`src/rtl/otter_dmem_arbiter_pkg.sv`:
```
// otter_dmem_arbiter_pkg
//   Shared types and constants for the OtterMCU data-memory arbiter.
//   - arb_state_e   : arbiter FSM states (IDLE / RD_WAIT)
//   - DMEM_REQ_*    : requester IDs (core = 0, debug/DMA = 1)
//   - dmem_req_t    : one requester's access payload
//   - word_addr()   : byte address -> word-aligned BRAM address
package otter_dmem_arbiter_pkg;

  localparam int NUM_REQ = 2;
  localparam int CNT_W   = 2;  // holds RD_LATENCY-1 for RD_LATENCY in 1..4

  localparam logic DMEM_REQ_CORE = 1'b0;
  localparam logic DMEM_REQ_DBG  = 1'b1;

  typedef enum logic {
    DMEM_ARB_IDLE    = 1'b0,
    DMEM_ARB_RD_WAIT = 1'b1
  } arb_state_e;

  typedef struct packed {
    logic        we;
    logic [3:0]  sel;
    logic [31:0] addr;
    logic [31:0] w_data;
  } dmem_req_t;

  function automatic logic [31:0] word_addr(input logic [31:0] a);
    return {a[31:2], 2'b00};
  endfunction

endpackage

```
`src/rtl/otter_dmem_arbiter_if.sv`:
```
// otter_dmem_arbiter_if
//   Bundles the two requester handshakes and the BRAM port of the data
//   memory arbiter.
//   - req0_* : core load/store unit (valid/ready, we, sel, addr, w_data,
//              rsp_valid, r_data)
//   - req1_* : debug/DMA master, same fields
//   - mem_*  : synchronous BRAM port (en, we, addr, w_data, r_data)
//   - owner  : requester currently granted or waited on
//   Modports: slave = the arbiter, master = requesters + memory.
interface otter_dmem_arbiter_if;

  logic        req0_valid, req0_ready, req0_we;
  logic [3:0]  req0_sel;
  logic [31:0] req0_addr, req0_w_data;
  logic        req0_rsp_valid;
  logic [31:0] req0_r_data;

  logic        req1_valid, req1_ready, req1_we;
  logic [3:0]  req1_sel;
  logic [31:0] req1_addr, req1_w_data;
  logic        req1_rsp_valid;
  logic [31:0] req1_r_data;

  logic        mem_en;
  logic [3:0]  mem_we;
  logic [31:0] mem_addr, mem_w_data, mem_r_data;
  logic        owner;

  modport slave (
    input  req0_valid, req0_we, req0_sel, req0_addr, req0_w_data,
    input  req1_valid, req1_we, req1_sel, req1_addr, req1_w_data,
    input  mem_r_data,
    output req0_ready, req0_rsp_valid, req0_r_data,
    output req1_ready, req1_rsp_valid, req1_r_data,
    output mem_en, mem_we, mem_addr, mem_w_data, owner
  );

  modport master (
    output req0_valid, req0_we, req0_sel, req0_addr, req0_w_data,
    output req1_valid, req1_we, req1_sel, req1_addr, req1_w_data,
    output mem_r_data,
    input  req0_ready, req0_rsp_valid, req0_r_data,
    input  req1_ready, req1_rsp_valid, req1_r_data,
    input  mem_en, mem_we, mem_addr, mem_w_data, owner
  );

endinterface

```
`src/rtl/otter_dmem_arbiter_rr_arb2.sv`:
```
// otter_rr_arb2
//   Two-input one-hot grant logic for the data-memory arbiter.
//   A lone requester always wins. On a tie the policy depends on
//   OTTER_DMEM_ARB_RR_EN:
//     defined   : round-robin, grant the requester not granted last; the
//                 last-grant pointer resets to 1 so requester 0 wins the
//                 first tie and updates on every accept.
//     undefined : fixed priority, requester 0 always wins (no pointer).
//   Ports:
//     i_clk, i_rst_n : clock, async active-low reset
//     i_req[1:0]     : eligible requests (already masked by arbiter state)
//     i_accept       : a grant was taken this cycle
//     o_gnt[1:0]     : one-hot grant (0 when no request)
module otter_rr_arb2
  import otter_dmem_arbiter_pkg::*;
(
  input  logic       i_clk,
  input  logic       i_rst_n,
  input  logic [1:0] i_req,
  input  logic       i_accept,
  output logic [1:0] o_gnt
);

`ifdef OTTER_DMEM_ARB_RR_EN
  logic last_q, last_d;

  always_comb begin
    o_gnt = 2'b00;
    case (i_req)
      2'b01:   o_gnt = 2'b01;
      2'b10:   o_gnt = 2'b10;
      2'b11:   o_gnt = last_q ? 2'b01 : 2'b10;
      default: o_gnt = 2'b00;
    endcase
    last_d = i_accept ? o_gnt[1] : last_q;
  end

  always_ff @(posedge i_clk or negedge i_rst_n) begin
    if (!i_rst_n) last_q <= DMEM_REQ_DBG;
    else          last_q <= last_d;
  end
`else
  // Core wins every tie; the debug master waits for a gap.
  assign o_gnt = i_req[0] ? 2'b01 : {i_req[1], 1'b0};

  logic unused;
  assign unused = &{1'b0, i_clk, i_rst_n, i_accept};
`endif

endmodule

```
`src/rtl/otter_dmem_arbiter.sv`:
```
// otter_dmem_arbiter
//   Shares the single OtterMCU data-memory BRAM port between the core
//   load/store unit (requester 0) and the debug/DMA master (requester 1).
//   One access at a time: stores complete in the accept cycle and are
//   acked one cycle later; loads park the FSM in RD_WAIT for RD_LATENCY
//   cycles and then route i_mem_r_data to the owner combinationally.
//   Tie policy is chosen by macro OTTER_DMEM_ARB_RR_EN (see otter_rr_arb2).
//   Parameters:
//     RD_LATENCY : BRAM read latency in cycles, legal 1..4
//   Ports:
//     i_clk, i_rst_n : clock, asynchronous active-low reset
//     bus            : otter_dmem_arbiter_if.slave (requesters, BRAM, owner)
module otter_dmem_arbiter
  import otter_dmem_arbiter_pkg::*;
#(
  parameter int RD_LATENCY = 1
) (
  input  logic                 i_clk,
  input  logic                 i_rst_n,
  otter_dmem_arbiter_if.slave  bus
);

  localparam logic [CNT_W-1:0] LAT_M1 = CNT_W'(RD_LATENCY - 1);

  arb_state_e                      state_q, state_d;
  logic [CNT_W-1:0]                cnt_q, cnt_d;
  logic                            owner_q, owner_d;
  logic [NUM_REQ-1:0]              ack_q, ack_d;

  logic [NUM_REQ-1:0]              valid, arb_req, gnt, rd_rsp, rsp_valid;
  logic [NUM_REQ-1:0][31:0]        r_data;
  dmem_req_t [NUM_REQ-1:0]         req_pl;
  dmem_req_t                       sel_req;
  logic                            accept, gidx, rd_done;

  assign valid     = {bus.req1_valid, bus.req0_valid};
  assign req_pl[0] = {bus.req0_we, bus.req0_sel, bus.req0_addr, bus.req0_w_data};
  assign req_pl[1] = {bus.req1_we, bus.req1_sel, bus.req1_addr, bus.req1_w_data};

  // Only offer requests while idle and out of reset; gating here keeps
  // readies, mem_en and mem_we low throughout reset.
  assign arb_req = (state_q == DMEM_ARB_IDLE && i_rst_n) ? valid : '0;

  otter_rr_arb2 u_arb (
    .i_clk    (i_clk),
    .i_rst_n  (i_rst_n),
    .i_req    (arb_req),
    .i_accept (accept),
    .o_gnt    (gnt)
  );

  assign accept  = |gnt;
  assign gidx    = gnt[1];
  assign sel_req = req_pl[gidx];

  // Memory side: granted payload passes straight through in the accept cycle.
  assign bus.req0_ready = gnt[0];
  assign bus.req1_ready = gnt[1];
  assign bus.mem_en     = accept;
  assign bus.mem_we     = (accept && sel_req.we) ? sel_req.sel : 4'h0;
  assign bus.mem_addr   = word_addr(sel_req.addr);
  assign bus.mem_w_data = sel_req.w_data;
  assign bus.owner      = accept ? gidx : owner_q;

  // Read response fires in the cycle the counter reaches zero.
  assign rd_done = (state_q == DMEM_ARB_RD_WAIT) && (cnt_q == '0);
  assign rd_rsp  = rd_done ? (owner_q ? 2'b10 : 2'b01) : 2'b00;

  always_comb begin
    rsp_valid = ack_q | rd_rsp;
    r_data    = '0;
    for (int i = 0; i < NUM_REQ; i++)
      if (rd_rsp[i]) r_data[i] = bus.mem_r_data;
  end

  assign bus.req0_rsp_valid = rsp_valid[0];
  assign bus.req1_rsp_valid = rsp_valid[1];
  assign bus.req0_r_data    = r_data[0];
  assign bus.req1_r_data    = r_data[1];

  always_comb begin
    state_d = state_q;
    cnt_d   = cnt_q;
    owner_d = owner_q;
    ack_d   = '0;
    case (state_q)
      DMEM_ARB_IDLE: begin
        if (accept) begin
          if (sel_req.we) begin
            ack_d[gidx] = 1'b1;
          end else begin
            state_d = DMEM_ARB_RD_WAIT;
            cnt_d   = LAT_M1;
            owner_d = gidx;
          end
        end
      end
      DMEM_ARB_RD_WAIT: begin
        if (cnt_q == '0) state_d = DMEM_ARB_IDLE;
        else             cnt_d   = cnt_q - 1'b1;
      end
      default: state_d = DMEM_ARB_IDLE;
    endcase
  end

  always_ff @(posedge i_clk or negedge i_rst_n) begin
    if (!i_rst_n) begin
      state_q <= DMEM_ARB_IDLE;
      cnt_q   <= '0;
      owner_q <= DMEM_REQ_CORE;
      ack_q   <= '0;
    end else begin
      state_q <= state_d;
      cnt_q   <= cnt_d;
      owner_q <= owner_d;
      ack_q   <= ack_d;
    end
  end

endmodule

```
`src/flat_wrapper.sv`:
```
// flat-port wrapper written by rule: the top's interface ports become plain ports
module otter_dmem_arbiter_flat import otter_dmem_arbiter_pkg::*;
#(
  parameter int RD_LATENCY = 1
)
  (i_clk, i_rst_n, bus_req0_valid, bus_req0_we, bus_req0_sel, bus_req0_addr, bus_req0_w_data, bus_req1_valid, bus_req1_we, bus_req1_sel, bus_req1_addr, bus_req1_w_data, bus_mem_r_data, bus_req0_ready, bus_req0_rsp_valid, bus_req0_r_data, bus_req1_ready, bus_req1_rsp_valid, bus_req1_r_data, bus_mem_en, bus_mem_we, bus_mem_addr, bus_mem_w_data, bus_owner);
  otter_dmem_arbiter_if bus_i ();
  input  logic i_clk;
  input  logic i_rst_n;
  input wire logic [$bits(bus_i.req0_valid)-1:0] bus_req0_valid;
  input wire logic [$bits(bus_i.req0_we)-1:0] bus_req0_we;
  input wire logic [$bits(bus_i.req0_sel)-1:0] bus_req0_sel;
  input wire logic [$bits(bus_i.req0_addr)-1:0] bus_req0_addr;
  input wire logic [$bits(bus_i.req0_w_data)-1:0] bus_req0_w_data;
  input wire logic [$bits(bus_i.req1_valid)-1:0] bus_req1_valid;
  input wire logic [$bits(bus_i.req1_we)-1:0] bus_req1_we;
  input wire logic [$bits(bus_i.req1_sel)-1:0] bus_req1_sel;
  input wire logic [$bits(bus_i.req1_addr)-1:0] bus_req1_addr;
  input wire logic [$bits(bus_i.req1_w_data)-1:0] bus_req1_w_data;
  input wire logic [$bits(bus_i.mem_r_data)-1:0] bus_mem_r_data;
  output wire logic [$bits(bus_i.req0_ready)-1:0] bus_req0_ready;
  output wire logic [$bits(bus_i.req0_rsp_valid)-1:0] bus_req0_rsp_valid;
  output wire logic [$bits(bus_i.req0_r_data)-1:0] bus_req0_r_data;
  output wire logic [$bits(bus_i.req1_ready)-1:0] bus_req1_ready;
  output wire logic [$bits(bus_i.req1_rsp_valid)-1:0] bus_req1_rsp_valid;
  output wire logic [$bits(bus_i.req1_r_data)-1:0] bus_req1_r_data;
  output wire logic [$bits(bus_i.mem_en)-1:0] bus_mem_en;
  output wire logic [$bits(bus_i.mem_we)-1:0] bus_mem_we;
  output wire logic [$bits(bus_i.mem_addr)-1:0] bus_mem_addr;
  output wire logic [$bits(bus_i.mem_w_data)-1:0] bus_mem_w_data;
  output wire logic [$bits(bus_i.owner)-1:0] bus_owner;
  assign bus_i.req0_valid = bus_req0_valid;
  assign bus_i.req0_we = bus_req0_we;
  assign bus_i.req0_sel = bus_req0_sel;
  assign bus_i.req0_addr = bus_req0_addr;
  assign bus_i.req0_w_data = bus_req0_w_data;
  assign bus_i.req1_valid = bus_req1_valid;
  assign bus_i.req1_we = bus_req1_we;
  assign bus_i.req1_sel = bus_req1_sel;
  assign bus_i.req1_addr = bus_req1_addr;
  assign bus_i.req1_w_data = bus_req1_w_data;
  assign bus_i.mem_r_data = bus_mem_r_data;
  assign bus_req0_ready = bus_i.req0_ready;
  assign bus_req0_rsp_valid = bus_i.req0_rsp_valid;
  assign bus_req0_r_data = bus_i.req0_r_data;
  assign bus_req1_ready = bus_i.req1_ready;
  assign bus_req1_rsp_valid = bus_i.req1_rsp_valid;
  assign bus_req1_r_data = bus_i.req1_r_data;
  assign bus_mem_en = bus_i.mem_en;
  assign bus_mem_we = bus_i.mem_we;
  assign bus_mem_addr = bus_i.mem_addr;
  assign bus_mem_w_data = bus_i.mem_w_data;
  assign bus_owner = bus_i.owner;
  otter_dmem_arbiter #(.RD_LATENCY(RD_LATENCY)) u_core (.i_clk(i_clk), .i_rst_n(i_rst_n), .bus(bus_i));
endmodule
```
`config.mk`:
```
export PLATFORM = sky130hd
export DESIGN_NAME = otter_dmem_arbiter_flat
export DESIGN_NICKNAME = d
export VERILOG_FILES = /design/src/rtl/otter_dmem_arbiter_pkg.sv /design/src/rtl/otter_dmem_arbiter_if.sv /design/src/rtl/otter_dmem_arbiter_rr_arb2.sv /design/src/rtl/otter_dmem_arbiter.sv /design/src/flat_wrapper.sv
export SDC_FILE = /design/constraint.sdc
export NUM_CORES = 1
export LEC_CHECK = 0
export BUFFER_PORTS_ARGS = -buffer_cell sky130_fd_sc_hd__buf_2
export CAP_MARGIN = 20
export CORE_AREA = 10 10 112 114
export CTS_CLUSTER_DIAMETER = 30
export DETAILED_ROUTE_END_ITERATION = 16
export DIE_AREA = 0 0 122 124
export GPL_TIMING_DRIVEN = 0
export SKIP_CTS_REPAIR_TIMING = 1
export SLEW_MARGIN = 10
export SYNTH_ARGS = -nofsm -noshare
export SYNTH_HDL_FRONTEND = slang
export SYNTH_SLANG_ARGS = --single-unit
```
`constraint.sdc`:
```
create_clock -name i_clk -period 1.6 [get_ports i_clk]
set_input_delay 0 -clock i_clk [delete_from_list [all_inputs] [get_ports i_clk]]
set_output_delay 0 -clock i_clk [all_outputs]
set_load 0.02 [all_outputs]
```
==> results of run 1 <==
-- through the flow --
stage | TNS, ns | cell area [µm²] | power [mW] | hold slack [ns]
after floorplan | 0 | 1650 | 0.662 | -0.296
final | -0.902 | 4150 | 1.55 | 0.0662
after global placement | 0 | 3340 | 1.12 | -0.145
after global routing | -7.64 | 4150 | 1.67 | 0.0741
after detailed placement | -0.172 | 3340 | 1.12 | -0.143
after CTS | -17.48 | 3380 | 1.35 | -0.377
-- kinds of logic (layout without fill, tap and decap cells) --
| logic type | count (synthesis) | after routing | synth area share (%) |
|---|---|---|---|
| AO/OA/AOI/OAI | 12 | 12 | 4.27 |
| adder cells (fa/ha/maj) | 1 | 1 | 0.762 |
| buffers and inverters | 27 | 344 | 9.76 |
| flip-flops | 6 | 6 | 9.15 |
| multiplexers | 1 | 1 | 0.610 |
| other | 1 | 2 | 0.228 |
| AND/OR/NAND/NOR | 276 | 276 | 75.2 |
-- per-layer routing --
layer	vias to the layer above	track usage, %
met4	0	2.01
met3	4	7.19
met5	-	0
met2	179	24.6
met1	1365	11.6
li1	1610	-
-- worst paths after layout --
kind / from / end / slack (ns) / cells after the start
max: u_core.state_q / bus_mem_w_data[31] / -0.06 / 8
min in group asynchronous: i_rst_n / u_core.ack_q[1] / 0.25 / 2
max reg2reg: u_core.state_q / u_core.cnt_q[1] / 0.23 / 5
min: bus_req0_we / u_core.owner_q / 0.07 / 3
min reg2reg: u_core.cnt_q[0] / u_core.cnt_q[0] / 0.56 / 2
max in group asynchronous: i_rst_n / u_core.state_q / 1.11 / 2
-- flip-flops by register name, summed over array words and instances (netlist names) --
signal          count
u_core.owner_q      1
u_core.ack_q        2
u_core.state_q      1
u_core.cnt_q        2
-- critical path, delay by kind of cell (launching register included) --
kind / cells / cell delay, ns
and+or+nand+nor: 3 / 0.35
DFF: 1 / 0.42
buffers and inverters: 5 / 0.65
-- power breakdown --
| group | total, mW | internal [mW] | switching [mW] |
|---|---|---|---|
| Sequential | 0.168 | 0.160 | 0.00865 |
| Clock | 0.218 | 0.161 | 0.0574 |
| Combinational | 1.16 | 0.538 | 0.624 |
-- cell usage after synthesis, drive strengths merged (2+ instances only) --
cell	count	share of area (%)
and3	2	0.76
nand2b	2	0.76
o21ai	3	0.91
and2	65	25
dfrtp	6	9.1
nor2	5	1.1
buf	16	7.2
clkbuf	7	1.6
a21oi	5	1.5
inv	4	0.91
or2	2	0.76
nand2	196	45
nand4bb	2	1.4
-- cell type report --
cell class	instances	area, µm²	share of cell area, %
Clock buffer	3	41.3	0.995
Buffer	23	224	5.40
Tap cell	136	170	4.10
Inverter	4	22.5	0.543
Sequential cell	6	151	3.65
Multi-Input combinational cell	292	1540	37.1
Timing Repair Buffer	314	2000	48.2
==> results.cfg, run 1 <==
[finish]
most-common-layout-cells = sky130_fd_sc_hd__buf_2 (234), sky130_fd_sc_hd__nand2_1 (144), sky130_fd_sc_hd__and2_1 (63), sky130_fd_sc_hd__buf_6 (46), sky130_fd_sc_hd__buf_4 (45)
final_cell_count_no_fill = 778
design.final.nets = 819
num_antenna_cells = 0
finalCoreUtilization_pct = 40.5
layout-drive-gt1-share_pct = 62.9
layout-area-overhead-vs-synth_pct = 153
layout.filler_cells = 1113
layout.cells.most_common = sky130_fd_sc_hd__buf_2

[worst_setup_path]
capturing_element_type_of_the_critical_path = primary output
setup.worst_path.start_class = flop
timing_worst_setup_path_type = reg2out
critical_path.slowest_cell = sky130_fd_sc_hd__dfrtp_2
crit_arrival_ns = 1.66
cp_slowest_stage_delay_ns = 0.42
critical_path.max_fanout = 8
crit_chain = nand4bb_1 -> buf_6 -> inv_8 -> buf_12 -> clkbuf_16 -> nand2_2 -> nand2_2 -> buf_6
worst-endpoint-required_ns = 1.60

[timing]
report.final.setup_viol = 30
fin_crit_sh_pct = 104
timing.fmax_mhz = 601
timing.final.max_slew_violations = 0
final.min_clock_period_ns = 1.66
final_setup_slack_of_the_worst_path_ns = -0.0645
finClkSkew_ns = 0.00205
rsz0062_at_grt = yes
final_hold_vio_count = 0

[clocking]
clock_tree_from_tritoncts = built
insertion_delay_ns = 0.22
clock-sinks = 6
numCtsBuffers = 3
root_buffer = sky130_fd_sc_hd__clkbuf_8
htree_num_levels = 1
clkSlewWorstSetupHoldPaths_ns = 0.03
max-clock-path-buffers = 2

[global_route]
grt_first_pass_wirelength_mm = 15.8
largest_net_degree_at_the_start_of_global_routing = 11
overflow = 0
antenna_violations_before_repair = 0
first_global_vias = 3089
grt_util_all_layers_pct = 12.8

[run]
timing.max_cap.violations = 0

[logic_synthesis]
yosysSeqAreaShare_pct = 9.15
synth.lib_cells_used.distinct = 26
synth_enable_flop_cells = 0
syn_area_um2 = 1640
synth_async_reset_ratio_pct = 100
yosysWarningCount = 0
synthesis.instances = 324
ys_seq_elements = 6
synthesis.area_per_instance_um2 = 5.07
synth-main-ff-cell = sky130_fd_sc_hd__dfrtp_1

[place]
pre_cts_slack_ns = -0.0174
hpwl_mm = 10.1
io_buffers = 305
final_replace_weighted_congestion = 0.859
dpl.cell_count = 766

[status]
status = complete, but fails checks
failed_checks = negative setup slack

[detailed_routing]
drt-met1-wl_mm = 4.07
met2RoutedLength_mm = 6.28
met3_wl_post_dr_mm = 1.62
via_cell_ratio = 4.06
drt-total-wl_mm = 12.0
route.detailed.drc = 0
detail_route.wl_per_cell_um = 15.5
uppermost_signal_routing_layer_after_detailed_routing = met4
routed-via-count = 3158
dr.first_iter.drc_count = 73
drt_first_pass_iters = 4
ant_nets = 0

[power_and_ir_drop]
cellLeakagePower_nw = 2.59
worst_ir_drop_vdd_mv = 0.227
power_density_nw_per_um2 = 373

[floorplan]
std_cell_rows = 37
io_pins = 312
initial_utilization_pct = 16.0
floorplan.core_area_um2 = 10200
die_w_um = 122
die_height_um = 124
floorplan.die_area_um2 = 15100

[worst_hold_path]
hold_path.class = in2reg
Note: power is estimated with default switching activity, not from simulation.
==> inputs of run 2 (changes only) <==
Settings changed: SETUP_SLACK_MARGIN from default to 0.15.
==> run 2 against run 1 <==
  * The run still ends with negative setup slack left
  * Count of clock-buffer cells in the layout stayed put
  * Maximum frequency about the same
  * Worst setup slack worse by 0.00090 ns
  * Clock skew up 0.0017 ns
  * Total power increased by 11%
  * Largest cell class unchanged
==> results.cfg, run 2 (synthesis results as in run 1) <==
[status]
status = complete, but fails checks
failed_checks = negative setup slack

[timing]
fin_crit_sh_pct = 104
final_setup_slack_of_the_worst_path_ns = -0.0654
report.final.setup_viol = 35
final_hold_vio_count = 0
finClkSkew_ns = 0.00378
timing.final.max_slew_violations = 0
final.min_clock_period_ns = 1.67
timing.fmax_mhz = 600
totalNegativeSetupSlack_ns = -0.972
rsz0062_at_grt = yes

[detailed_routing]
drt_first_pass_iters = 5
drt-total-wl_mm = 12.7
routed-via-count = 3304
via_cell_ratio = 4.20
route.detailed.drc = 0
ant_nets = 0
dr.first_iter.drc_count = 87
detail_route.wl_per_cell_um = 16.2

[clocking]
root_buffer = sky130_fd_sc_hd__clkbuf_8
clock_tree_from_tritoncts = built
clock-sinks = 6
numCtsBuffers = 3
insertion_delay_ns = 0.22
max-clock-path-buffers = 2
htree_num_levels = 1
clkSlewWorstSetupHoldPaths_ns = 0.04

[place]
hpwl_mm = 10.1
io_buffers = 305
final_replace_weighted_congestion = 0.859

[power_and_ir_drop]
power.total_mw = 1.71
worst_ir_drop_vdd_mv = 0.230
power_density_nw_per_um2 = 367
cellLeakagePower_nw = 2.77

[worst_setup_path]
capturing_element_type_of_the_critical_path = primary output
critical_path.max_fanout = 8
timing_worst_setup_path_type = reg2out
worst-endpoint-required_ns = 1.60
setup.worst_path.start_class = flop
crit_arrival_ns = 1.67

[finish]
design.final.nets = 828
layout-area-overhead-vs-synth_pct = 185
num_antenna_cells = 0
biggestRegsByFlops = u_core.ack_q x2, u_core.cnt_q x2
layout-drive-gt1-share_pct = 68.7
most-common-layout-cells = sky130_fd_sc_hd__buf_2 (185), sky130_fd_sc_hd__nand2_1 (133), sky130_fd_sc_hd__buf_6 (88), sky130_fd_sc_hd__buf_4 (57), sky130_fd_sc_hd__nand2_2 (48)
layout.cells.most_common = sky130_fd_sc_hd__buf_2

[floorplan]
floorplan.die_area_um2 = 15100
io_pins = 312
std_cell_rows = 37
die_w_um = 122
floorplan.core_area_um2 = 10200
initial_utilization_pct = 16.0
die_height_um = 124

[global_route]
antenna_violations_before_repair = 0
largest_net_degree_at_the_start_of_global_routing = 11
grt_first_pass_wirelength_mm = 15.8
first_global_vias = 3089
overflow = 0
grt_util_all_layers_pct = 12.8

[worst_hold_path]
hold_path.class = in2reg

[run]
timing.max_cap.violations = 0
-- run 2: cell count changes in the layout (fill, tap and decap cells not counted), sizes merged --
cell / delta
inv: -1
and3: +1
clkinv: +1
buf: +8
-- run 2: layout make-up --
class                      count  area, µm²
buffer                        23        262
clock buffer                   3       41.3
multi-input combinational    293       1670
sequential                     6        151
fill                        1027       5560
tap                          136        170
inverter                       4       27.5
timing repair buffer         322       2350
-- run 2: worst paths after layout --
kind,from,to,slack (ns),depth (start not counted)
max,u_core.state_q,bus_mem_w_data[31],-0.07,8
min,bus_req0_we,u_core.owner_q,0.06,3
max reg2reg,u_core.state_q,u_core.cnt_q[1],0.23,5
min reg2reg,u_core.cnt_q[0],u_core.cnt_q[0],0.56,2
max in group asynchronous,i_rst_n,u_core.state_q,1.12,2
min in group asynchronous,i_rst_n,u_core.ack_q[1],0.25,2
-- run 2: where the power goes --
| group | internal [mW] | switching (mW) |
|---|---|---|
| sequential | 0.160 | 0.0100 |
| combinational | 0.656 | 0.666 |
| clock | 0.161 | 0.0602 |
-- run 2: routing by layer --
layer,track usage [%],vias up,wire length [µm]
li1,-,1632,-
met3,7.19,6,1590
met2,24.6,192,6820
met4,2.01,0,74
met1,11.6,1474,4230
met5,0,-,0
-- run 2: critical path, cell delays in order, from the launching register on --
cell                        delay (ns)
sky130_fd_sc_hd__dfrtp_2          0.42
sky130_fd_sc_hd__nand4bb_1        0.23
sky130_fd_sc_hd__buf_6            0.18
sky130_fd_sc_hd__clkinv_8         0.07
sky130_fd_sc_hd__buf_12           0.14
sky130_fd_sc_hd__clkbuf_16        0.16
sky130_fd_sc_hd__nand2_2          0.06
sky130_fd_sc_hd__nand2_2          0.07
sky130_fd_sc_hd__buf_6            0.11
-- run 2: metrics by stage --
stage / area [µm²] / instances / utilization (%) / hold WS, ns / worst slack, ns
floorplan: 1650 / 325 / - / -0.296 / 0.285
global placement: 3340 / 766 / 32.7 / -0.145 / 0.00220
detailed placement: 3340 / 766 / 32.7 / -0.143 / -0.0174
CTS: 3380 / 769 / 33.1 / -0.377 / -0.257
global route: 4670 / 787 / 45.7 / 0.0741 / -0.129
finish: 4670 / 787 / 45.7 / 0.0639 / -0.0654
==> inputs of run 3 (changes only) <==
Settings changed: ABC_CLOCK_PERIOD_IN_PS from default to 1600, BUFFER_PORTS_ARGS -buffer_cell sky130_fd_sc_hd__buf_2 to -buffer_cell sky130_fd_sc_hd__buf_4, SETUP_SLACK_MARGIN 0.15 to 0.05.
==> run 3 against run 2 <==
  * The flow still finishes with violations (negative setup slack)
  * Via count is 2.9% lower
  * Total power grew 3.8%
  * Critical path depth stayed put
  * Die area is the same
  * Worst hold slack worse by 0.032 ns
  * Sequential cell count stayed put
  * Clock skew fell by 0.0035 ns
  * Clock power rose by 3%
  * Largest cell class unchanged
==> results.cfg, run 3 (synthesis results as in run 1) <==
[status]
status = complete, but fails checks
failed_checks = negative setup slack

[clocking]
clock-sinks = 6
numCtsBuffers = 3
clkSlewWorstSetupHoldPaths_ns = 0.04
root_buffer = sky130_fd_sc_hd__clkbuf_8
insertion_delay_ns = 0.22
clock_tree_from_tritoncts = built
htree_num_levels = 1
max-clock-path-buffers = 2

[worst_setup_path]
crit_chain = nand4bb_1 -> buf_6 -> clkinv_8 -> buf_12 -> clkbuf_16 -> nand2_2 -> nand2_2 -> buf_6
critical_path.max_fanout = 8
cp_slowest_stage_delay_ns = 0.42
critical_path.slowest_cell = sky130_fd_sc_hd__dfrtp_2
timing_worst_setup_path_type = reg2out
cp_num_buf_inv = 5
setup.worst_path.start_class = flop
rr_worst_depth = 5
capturing_element_type_of_the_critical_path = primary output
crit_arrival_ns = 1.64
worst-endpoint-required_ns = 1.60
critical-path-top-delay-family = buffers and inverters
cp.depth = 8

[timing]
fin_crit_sh_pct = 102
rsz0062_at_grt = yes
final.min_clock_period_ns = 1.64
final_hold_vio_count = 0
final_setup_slack_of_the_worst_path_ns = -0.0363
totalNegativeSetupSlack_ns = -0.332
finClkSkew_ns = 0.000286
timing.final.max_slew_violations = 0
report.final.setup_viol = 20
timing.fmax_mhz = 611

[run]
timing.max_cap.violations = 0

[detailed_routing]
via_cell_ratio = 4.12
route.detailed.drc = 0
drt-total-wl_mm = 13.2
ant_nets = 0
drt_first_pass_iters = 4
dr.first_iter.drc_count = 110
routed-via-count = 3209
detail_route.wl_per_cell_um = 17.0

[floorplan]
initial_utilization_pct = 16.0
std_cell_rows = 37
io_pins = 312
die_w_um = 122
die_height_um = 124
floorplan.core_area_um2 = 10200
floorplan.die_area_um2 = 15100

[worst_hold_path]
hold_path.class = in2reg
hold_path_depth = 2

[power_and_ir_drop]
cellLeakagePower_nw = 2.83
worst_ir_drop_vdd_mv = 0.206
power_density_nw_per_um2 = 365

[finish]
num_antenna_cells = 0
design.final.nets = 820
most-common-layout-cells = sky130_fd_sc_hd__buf_4 (266), sky130_fd_sc_hd__nand2_1 (127), sky130_fd_sc_hd__and2_1 (65), sky130_fd_sc_hd__buf_6 (57), sky130_fd_sc_hd__nand2_2 (56)
regArea_um2 = 151
stdcell_area_um2 = 4870
biggestRegsByFlops = u_core.ack_q x2, u_core.cnt_q x2
layout.cells.most_common = sky130_fd_sc_hd__buf_4
layout-area-overhead-vs-synth_pct = 196
finalCoreUtilization_pct = 47.6
layout.filler_cells = 1024
multi_input_area_um2 = 1600
layout-drive-gt1-share_pct = 65.5

[global_route]
grt_first_pass_wirelength_mm = 17.6
grt_util_all_layers_pct = 14.3
first_global_vias = 3295
largest_net_degree_at_the_start_of_global_routing = 11
antenna_violations_before_repair = 0
overflow = 0

[place]
total_placed_instance_area_um2 = 4110
hpwl_mm = 11.1
pre_cts_slack_ns = -0.0247
final_replace_weighted_congestion = 0.850
io_buffers = 305
==> run 3: power breakdown <==
| group | switching, mW | internal, mW | total [mW] |
|---|---|---|---|
| Combinational | 0.656 | 0.727 | 1.38 |
| Sequential | 0.00871 | 0.160 | 0.168 |
| Clock | 0.0652 | 0.162 | 0.227 |
| Total | 0.730 | 1.05 | 1.78 |
==> run 3: worst paths after layout <==
kind | start | end | slack (ns)
max in group asynchronous | i_rst_n | u_core.state_q | 1.13
hold / removal | bus_req0_valid | u_core.owner_q | 0.03
setup / recovery | u_core.state_q | bus_mem_w_data[25] | -0.04
setup reg to reg | u_core.state_q | u_core.cnt_q[1] | 0.27
hold reg to reg | u_core.cnt_q[0] | u_core.cnt_q[0] | 0.49
min in group asynchronous | i_rst_n | u_core.ack_q[1] | 0.23
==> run 3: final cells by class <==
| cell class | instances | area share, % |
|---|---|---|
| multi-input combinational | 292 | 32.9 |
| sequential | 6 | 3.11 |
| clock buffer | 3 | 0.849 |
| inverter | 4 | 0.566 |
| tap | 136 | 3.50 |
| timing repair buffer | 315 | 54.4 |
| buffer | 23 | 4.73 |
==> run 3: stage by stage <==
stage / total power [mW] / hold WS, ns / cells
after floorplan: 0.662 / -0.296 / 325
after global placement: 1.35 / -0.175 / 766
after detailed placement: 1.36 / -0.168 / 766
after CTS: 1.60 / -0.405 / 769
after global routing: 1.89 / 0.0405 / 779
final: 1.78 / 0.0321 / 779
==> run 3: metal layers <==
metal	global-route usage (%)	wire length (µm)	share of wire (%)	up-vias
met2	27.4	7210	55	187
met3	6.33	1520	11	4
met5	0	0	0	-
met1	14.0	4400	33	1410
met4	2.24	84	0.64	0
li1	-	-	-	1608
